### src/rtl/exam_result_capture_if.sv
// Start/done handshake and result bus from the exam compute block into
// exam_result_capture.
interface exam_result_capture_if #(
   parameter int DATA_W = 16
);
   logic              start;
   logic              done;
   logic [DATA_W-1:0] g;
   logic [DATA_W-1:0] h;

   modport master (output start, done, g, h);
   modport slave  (input  start, done, g, h);
endinterface

### src/rtl/exam_result_capture.sv
// Captures g/h on the first done after a start edge, measures start->done latency,
// flags timeouts and drives a pushbutton-selected display word.
// Optional build macro RESULT_PARITY_EN adds registered parity bits of g_q/h_q to the status word.
module exam_result_capture #(
   parameter int DATA_W      = 16,
   parameter int CNT_W       = 16,
   parameter int TIMEOUT     = 50000,
   parameter int SYNC_STAGES = 2
) (
   input  logic                  clk,
   input  logic                  rst_n,
   exam_result_capture_if.slave  res_if,
   input  logic                  key_n,
   output logic [DATA_W-1:0]     disp,
   output logic [1:0]            sel,
   output logic                  valid,
   output logic                  timeout,
   output logic [CNT_W-1:0]      latency
);

   typedef enum logic [1:0] {
      S_IDLE,
      S_RUN,
      S_HOLD,
      S_TOUT
   } state_t;

   state_t                 state_q, state_d;
   logic                   start_d_q, start_d_d;
   logic                   armed_q, armed_d;
   logic [CNT_W-1:0]       cnt_q, cnt_d;
   logic [DATA_W-1:0]      g_q, g_d;
   logic [DATA_W-1:0]      h_q, h_d;
   logic [CNT_W-1:0]       latency_q, latency_d;
   logic [SYNC_STAGES-1:0] sync_q, sync_d;
   logic                   key_prev_q, key_prev_d;
   logic [1:0]             sel_q, sel_d;
   logic [DATA_W-1:0]      disp_q, disp_d;

   logic                   start_rise;
   logic                   capture;
   logic                   key_s;
   logic                   press;
   logic                   par_g, par_h;
   logic [DATA_W-1:0]      lat_ext;
   logic [DATA_W-1:0]      status;

   // A start that is already high when reset releases is not a new request:
   // edges only count once start has been seen low.
   assign start_d_d  = res_if.start;
   assign armed_d    = armed_q | ~res_if.start;
   assign start_rise = res_if.start & ~start_d_q & armed_q;

   // ---------------------------------------------------------------------
   // Measurement FSM: next state, counter and capture
   // ---------------------------------------------------------------------
   always_comb begin
      // NOTE: every output of a combinational block gets a default first so no latch is inferred.
      state_d   = state_q;
      cnt_d     = cnt_q;
      g_d       = g_q;
      h_d       = h_q;
      latency_d = latency_q;
      capture   = 1'b0;

      unique case (state_q)
         S_IDLE: begin
            cnt_d = '0;
            if (start_rise) begin
               if (res_if.done) begin
                  state_d   = S_HOLD;
                  capture   = 1'b1;
                  latency_d = '0;
               end else begin
                  state_d = S_RUN;
               end
            end
         end

         S_RUN: begin
            if (!res_if.start) begin
               // Abandoned measurement: count is dropped, earlier captures stay.
               state_d = S_IDLE;
               cnt_d   = '0;
            end else if (res_if.done) begin
               state_d   = S_HOLD;
               capture   = 1'b1;
               latency_d = cnt_q;
            end else if (cnt_q == CNT_W'(TIMEOUT - 1)) begin
               state_d   = S_TOUT;
               latency_d = CNT_W'(TIMEOUT);
            end else begin
               cnt_d = cnt_q + CNT_W'(1);
            end
         end

         S_HOLD: begin
            if (!res_if.start) state_d = S_IDLE;
         end

         S_TOUT: begin
            if (!res_if.start) state_d = S_IDLE;
         end

         default: state_d = S_IDLE;
      endcase

      if (capture) begin
         g_d = res_if.g;
         h_d = res_if.h;
      end
   end

   always_ff @(posedge clk or negedge rst_n) begin
      if (!rst_n) begin
         // NOTE: sequential state uses non-blocking assignments so every flop samples pre-edge values.
         state_q   <= S_IDLE;
         start_d_q <= 1'b0;
         armed_q   <= 1'b0;
         cnt_q     <= '0;
         g_q       <= '0;
         h_q       <= '0;
         latency_q <= '0;
      end else begin
         state_q   <= state_d;
         start_d_q <= start_d_d;
         armed_q   <= armed_d;
         cnt_q     <= cnt_d;
         g_q       <= g_d;
         h_q       <= h_d;
         latency_q <= latency_d;
      end
   end

   assign valid   = (state_q == S_HOLD);
   assign timeout = (state_q == S_TOUT);
   assign latency = latency_q;

   // ---------------------------------------------------------------------
   // Optional result parity, taken from the values being captured
   // ---------------------------------------------------------------------
`ifdef RESULT_PARITY_EN
   logic par_g_q, par_g_d;
   logic par_h_q, par_h_d;

   always_comb begin
      par_g_d = par_g_q;
      par_h_d = par_h_q;
      if (capture) begin
         par_g_d = ^res_if.g;
         par_h_d = ^res_if.h;
      end
   end

   always_ff @(posedge clk or negedge rst_n) begin
      if (!rst_n) begin
         par_g_q <= 1'b0;
         par_h_q <= 1'b0;
      end else begin
         par_g_q <= par_g_d;
         par_h_q <= par_h_d;
      end
   end

   assign par_g = par_g_q;
   assign par_h = par_h_q;
`else
   assign par_g = 1'b0;
   assign par_h = 1'b0;
`endif

   // ---------------------------------------------------------------------
   // Pushbutton synchroniser and display select
   // ---------------------------------------------------------------------
   assign sync_d     = {sync_q[SYNC_STAGES-2:0], key_n};
   assign key_s      = sync_q[SYNC_STAGES-1];
   assign key_prev_d = key_s;
   assign press      = key_prev_q & ~key_s;
   assign sel_d      = press ? sel_q + 2'd1 : sel_q;

   always_ff @(posedge clk or negedge rst_n) begin
      if (!rst_n) begin
         sync_q     <= '1;
         key_prev_q <= 1'b1;
         sel_q      <= '0;
      end else begin
         sync_q     <= sync_d;
         key_prev_q <= key_prev_d;
         sel_q      <= sel_d;
      end
   end

   assign sel = sel_q;

   // ---------------------------------------------------------------------
   // Registered display mux
   // ---------------------------------------------------------------------
   always_comb begin
      lat_ext             = '0;
      lat_ext[CNT_W-1:0]  = latency_q;
      status              = '0;
      status[3:0]         = {timeout, valid, par_h, par_g};

      unique case (sel_q)
         2'd0:    disp_d = g_q;
         2'd1:    disp_d = h_q;
         2'd2:    disp_d = lat_ext;
         default: disp_d = status;
      endcase
   end

   always_ff @(posedge clk or negedge rst_n) begin
      if (!rst_n) disp_q <= '0;
      else        disp_q <= disp_d;
   end

   assign disp = disp_q;

endmodule
### src/flat_wrapper.sv
// flat-port wrapper written by rule: the top's interface ports become plain ports
module exam_result_capture_flat 
#(
   parameter int DATA_W      = 16,
   parameter int CNT_W       = 16,
   parameter int TIMEOUT     = 50000,
   parameter int SYNC_STAGES = 2
)
  (clk, rst_n, key_n, disp, sel, valid, timeout, latency, res_if_start, res_if_done, res_if_g, res_if_h);
  exam_result_capture_if #(.DATA_W(DATA_W)) res_if_i ();
  input  logic clk;
  input  logic rst_n;
  input  logic key_n;
  output logic [DATA_W-1:0] disp;
  output logic [1:0] sel;
  output logic valid;
  output logic timeout;
  output logic [CNT_W-1:0] latency;
  input wire logic [$bits(res_if_i.start)-1:0] res_if_start;
  input wire logic [$bits(res_if_i.done)-1:0] res_if_done;
  input wire logic [$bits(res_if_i.g)-1:0] res_if_g;
  input wire logic [$bits(res_if_i.h)-1:0] res_if_h;
  assign res_if_i.start = res_if_start;
  assign res_if_i.done = res_if_done;
  assign res_if_i.g = res_if_g;
  assign res_if_i.h = res_if_h;
  exam_result_capture #(.DATA_W(DATA_W), .CNT_W(CNT_W), .TIMEOUT(TIMEOUT), .SYNC_STAGES(SYNC_STAGES)) u_core (.clk(clk), .rst_n(rst_n), .res_if(res_if_i), .key_n(key_n), .disp(disp), .sel(sel), .valid(valid), .timeout(timeout), .latency(latency));
endmodule
### config.mk
export PLATFORM = sky130hd
export DESIGN_NAME = exam_result_capture_flat
export DESIGN_NICKNAME = d
export VERILOG_FILES = /design/src/rtl/exam_result_capture_if.sv /design/src/rtl/exam_result_capture.sv /design/src/flat_wrapper.sv
export SDC_FILE = /design/constraint.sdc
export NUM_CORES = 1
export LEC_CHECK = 0
export ABC_AREA = 1
export ABC_CLOCK_PERIOD_IN_PS = 1770
export BUFFER_PORTS_ARGS = -buffer_cell sky130_fd_sc_hd__buf_4
export CAP_MARGIN = 20
export CORE_ASPECT_RATIO = 0.8
export CORE_MARGIN = 4
export CORE_UTILIZATION = 35
export DETAILED_ROUTE_END_ITERATION = 8
export PLACE_DENSITY = 0.63
export SYNTH_ARGS = -nofsm -noshare
export SYNTH_HDL_FRONTEND = slang
export SYNTH_SLANG_ARGS = --single-unit
### constraint.sdc
create_clock -name clk -period 1.77 [get_ports clk]
set_input_delay 0.0885 -clock clk [delete_from_list [all_inputs] [get_ports clk]]
set_output_delay 0.0885 -clock clk [all_outputs]
set_load 0.02 [all_outputs]
==> results.md <==
* Number of enable flip-flop cells after synthesis at 0
* Sequential area share after synthesis at 51.3%
* First drt pass iteration count at 5
* Final Hold Vio Count at 0
* CP top delay family: buffers and inverters
* DIE AREA at roughly 14000 sq um
* Leakage power at 2.86 nW
* Skew final at between 0.006 and 0.007 ns
* Root buffer cell: clkbuf_16
* Hold wc startpoint: res_if_h[6]
* Overall Power at between 0.007 and 0.008 W
* Async set or reset register ratio after synthesis at 100%
* Cell count after synthesis at roughly 540
* # diodes at 0
* CTS tree: built
* Worst slew pin tran at roughly 0.6 ns
* FF/Latch Area at between 2000 and 2500 sq um
* DR vias at 3804
* Multi-input combinational cell area at 1750 sq um
* Cell variety after synth at 32
* Synth Warn # at 0
* Max Cap Viol at 0
* Ratio of final minimum period to clock period at between 90 and 100%
* Die X-Extent at 133 um
* Crit path DAT at 1.81 ns
* Largest net degree at the start of global routing at 65
* Mapped Area at 4350 sq um
* CP Data Required Time at approximately 2.0 ns
* Period minus WS final at 1.60 ns
* Final Wtd Congestion at 0.979
* Vias in the first global route at 3660
* Hold EP: u_core.h_q[6]$_DFFE_PN0P_
* First-pass GRT wire length at between 15000 and 20000 um
* Ratio of cells with drive above 1 in the final layout at around 23%
* Ports at 73
* Worst path cell trace: dlygate4sd3_1 -> buf_4 -> inv_1 -> nor3_2 -> buf_4 -> o211ai_4 -> buf_12 -> nand2_1 -> o21ai_0
* Peak supply drop at 0.934 mV
* Hold Crit Class: in -> reg
* Crit-path max FO at 64
* Final Slew Violations at 0
* Register bit total from synthesis at 89
* FMAX at 626 MHz
* Starting density of the core at 35.8%
* Final global-route overflow total at 0
* Fin util at 45.9%
* Ys flop type: dfrtp_1
* WL final at 11200 um
* CTS H-tree lvls at 3
* Synthesized net count at 581
* Remaining routing DRC violations at 0
* Critical path endpoint category: flip-flop
* Num CTS Buffers at 9
* TNS Setup at 0 ns
* Layout area overhead at 28.3%
* PortBufs at 72
* Reg2reg setup slack at 0.17 ns
* Power density over the cells at 1340 nW/um^2
* Detail Route Antenna Nets at 0
* Crit path largest cell delay at 0.52 ns
* Unrepaired setup endpoints after global routing: no
* Reg2reg end: u_core.latency[7]$_DFFE_PN0P_
* Clock-pin transition on the worst setup and hold timing paths at 0.06 ns
* Vias per cell at 4.81
* Final setup vio count at 0
* Clock latency on the worst-skew pair at 0.34 ns
* WHS Path Cells at 3
* Slew headroom at between 50% and 60%
* WL per Instance at 14.2 um
* Dpl hpwl at 8100 um
* CP max stage cell: dlygate4sd3_1
* R2r worst-path depth at 10
* Chip Height at 108 um
* Most frequent cells in the layout: 176 x nand2_1, 93 x buf_4, 86 x dfrtp_1, 70 x inv_1, 40 x o21ai_0
* Fill cells at 1207
* RR Startpoint: u_core.cnt_q[0]$_DFFE_PN0P_
* # clock sinks at 89
* Clock buffer depth at 2
* Row count at 36
* Status: finished clean
* CP most frequent cell: buf_4
* Global-route usage over all layers at 16.0%
* Nets at between 600 and 700
* Startpoint class of the critical path: input pin
* Commonest non-fill, non-tap cell in the layout: nand2_1
* Initial antenna violation count at 0
* Core ar. at roughly 12000 sq um
* Buf/Inv on CP at 5
* First DRT Iteration DRCs at 260
* WS Path Type: in -> reg
* Syn avg cell area at 8.08 sq um
==> power breakdown <==
part / internal (W) / switching, W
registers: 0.00264 / 0.000370
logic: 0.00100 / 0.00166
clock network: 0.00102 / 0.000787
total: 0.00466 / 0.00281
==> flip-flops by register name, indices dropped and copies added, names as in the netlist <==
| register | count |
|---|---|
| u_core.latency | 16 |
| u_core.armed_q | 1 |
| u_core.state_q | 2 |
| u_core.disp | 16 |
| u_core.sel | 2 |
| u_core.g_q | 16 |
| u_core.cnt_q | 16 |
| u_core.start_d_q | 1 |
| u_core.h_q | 16 |
| u_core.key_prev_q | 1 |
| u_core.sync_q | 2 |
==> tightest hold or removal path, stage by stage <==
cell	delay, ns
buf_4	0.10
inv_1	0.05
o21ai_1	0.06
==> synthesized netlist by cell type (3+ instances only) <==
library cell  instances  share of area, %
nand2_1             176                15
ha_1                  5               1.4
o21ai_0              40               4.6
nand3_1              30               3.4
buf_2                 6              0.69
dfrtp_1              86                49
nand4_1              18               2.6
nor2_1               30               2.6
o21ai_1              16               1.8
buf_6                 5               1.3
or2_2                 3              0.43
clkbuf_1              9              0.78
o21ai_2              16               3.2
inv_1                71               6.1
dfstp_2               3               1.8
a21oi_1               4              0.46
==> worst max path at each step <==
stage	from	cells after the start	endpoint	slack, ns
after floorplan	u_core.cnt_q[0]$_DFFE_PN0P_	11	u_core.latency[14]$_DFFE_PN0P_	0.16
after global placement	u_core.cnt_q[0]$_DFFE_PN0P_	10	u_core.latency[6]$_DFFE_PN0P_	0.14
after detailed placement	u_core.cnt_q[0]$_DFFE_PN0P_	10	u_core.latency[7]$_DFFE_PN0P_	0.07
after CTS	u_core.cnt_q[0]$_DFFE_PN0P_	10	u_core.latency[7]$_DFFE_PN0P_	0.05
after global routing	u_core.cnt_q[0]$_DFFE_PN0P_	10	u_core.latency[6]$_DFFE_PN0P_	0.02
final	res_if_start	9	u_core.g_q[13]$_DFFE_PN0P_	0.17
==> area by class of cell <==
type | count | share of cell area [%]
Clock buffer | 11 | 4.53
Timing Repair Buffer | 106 | 15.4
Clock inverter | 5 | 0.538
Sequential cell | 89 | 40.0
Tap cell | 152 | 3.41
Inverter | 73 | 4.91
Multi-Input combinational cell | 355 | 31.3
==> cell families after synthesis <==
| kind of cell | share of synthesized area [%] |
|---|---|
| AOI/OAI and AO/OA | 11.5 |
| xor gates and xnor gates | 0.201 |
| adders and majority gates | 1.44 |
| buffers and inverters | 9.49 |
| DFF | 51.3 |
| and+or+nand+nor | 26.2 |
==> stage by stage <==
stage	hold WS (ns)	worst slack, ns	instances	instance area [sq um]
finish	0.00445	0.174	791	5580
global route	0.00866	0.0242	791	5580
CTS	0.000773	0.0491	790	5550
detailed placement	-0.0189	0.0658	764	5160
global placement	-0.0291	0.139	764	5160
floorplan	-0.207	0.156	539	4350
==> routing by layer <==
layer / GRT usage, % / routed length (um)
met3: 4.44 / 662
met1: 22.3 / 5490
met5: 0 / 0
met2: 24.9 / 5000
met4: 3.34 / 86
==> repair_timing <==
item                                    4_1_cts  5_1_grt
endpoints found under the hold margin        95        0
buffers inserted                              0        0
endpoints found under the setup margin        0       17
gates resized for setup                       0        5
hold buffers                                 10        0
No activity file was read; power rests on OpenSTA's default activity.
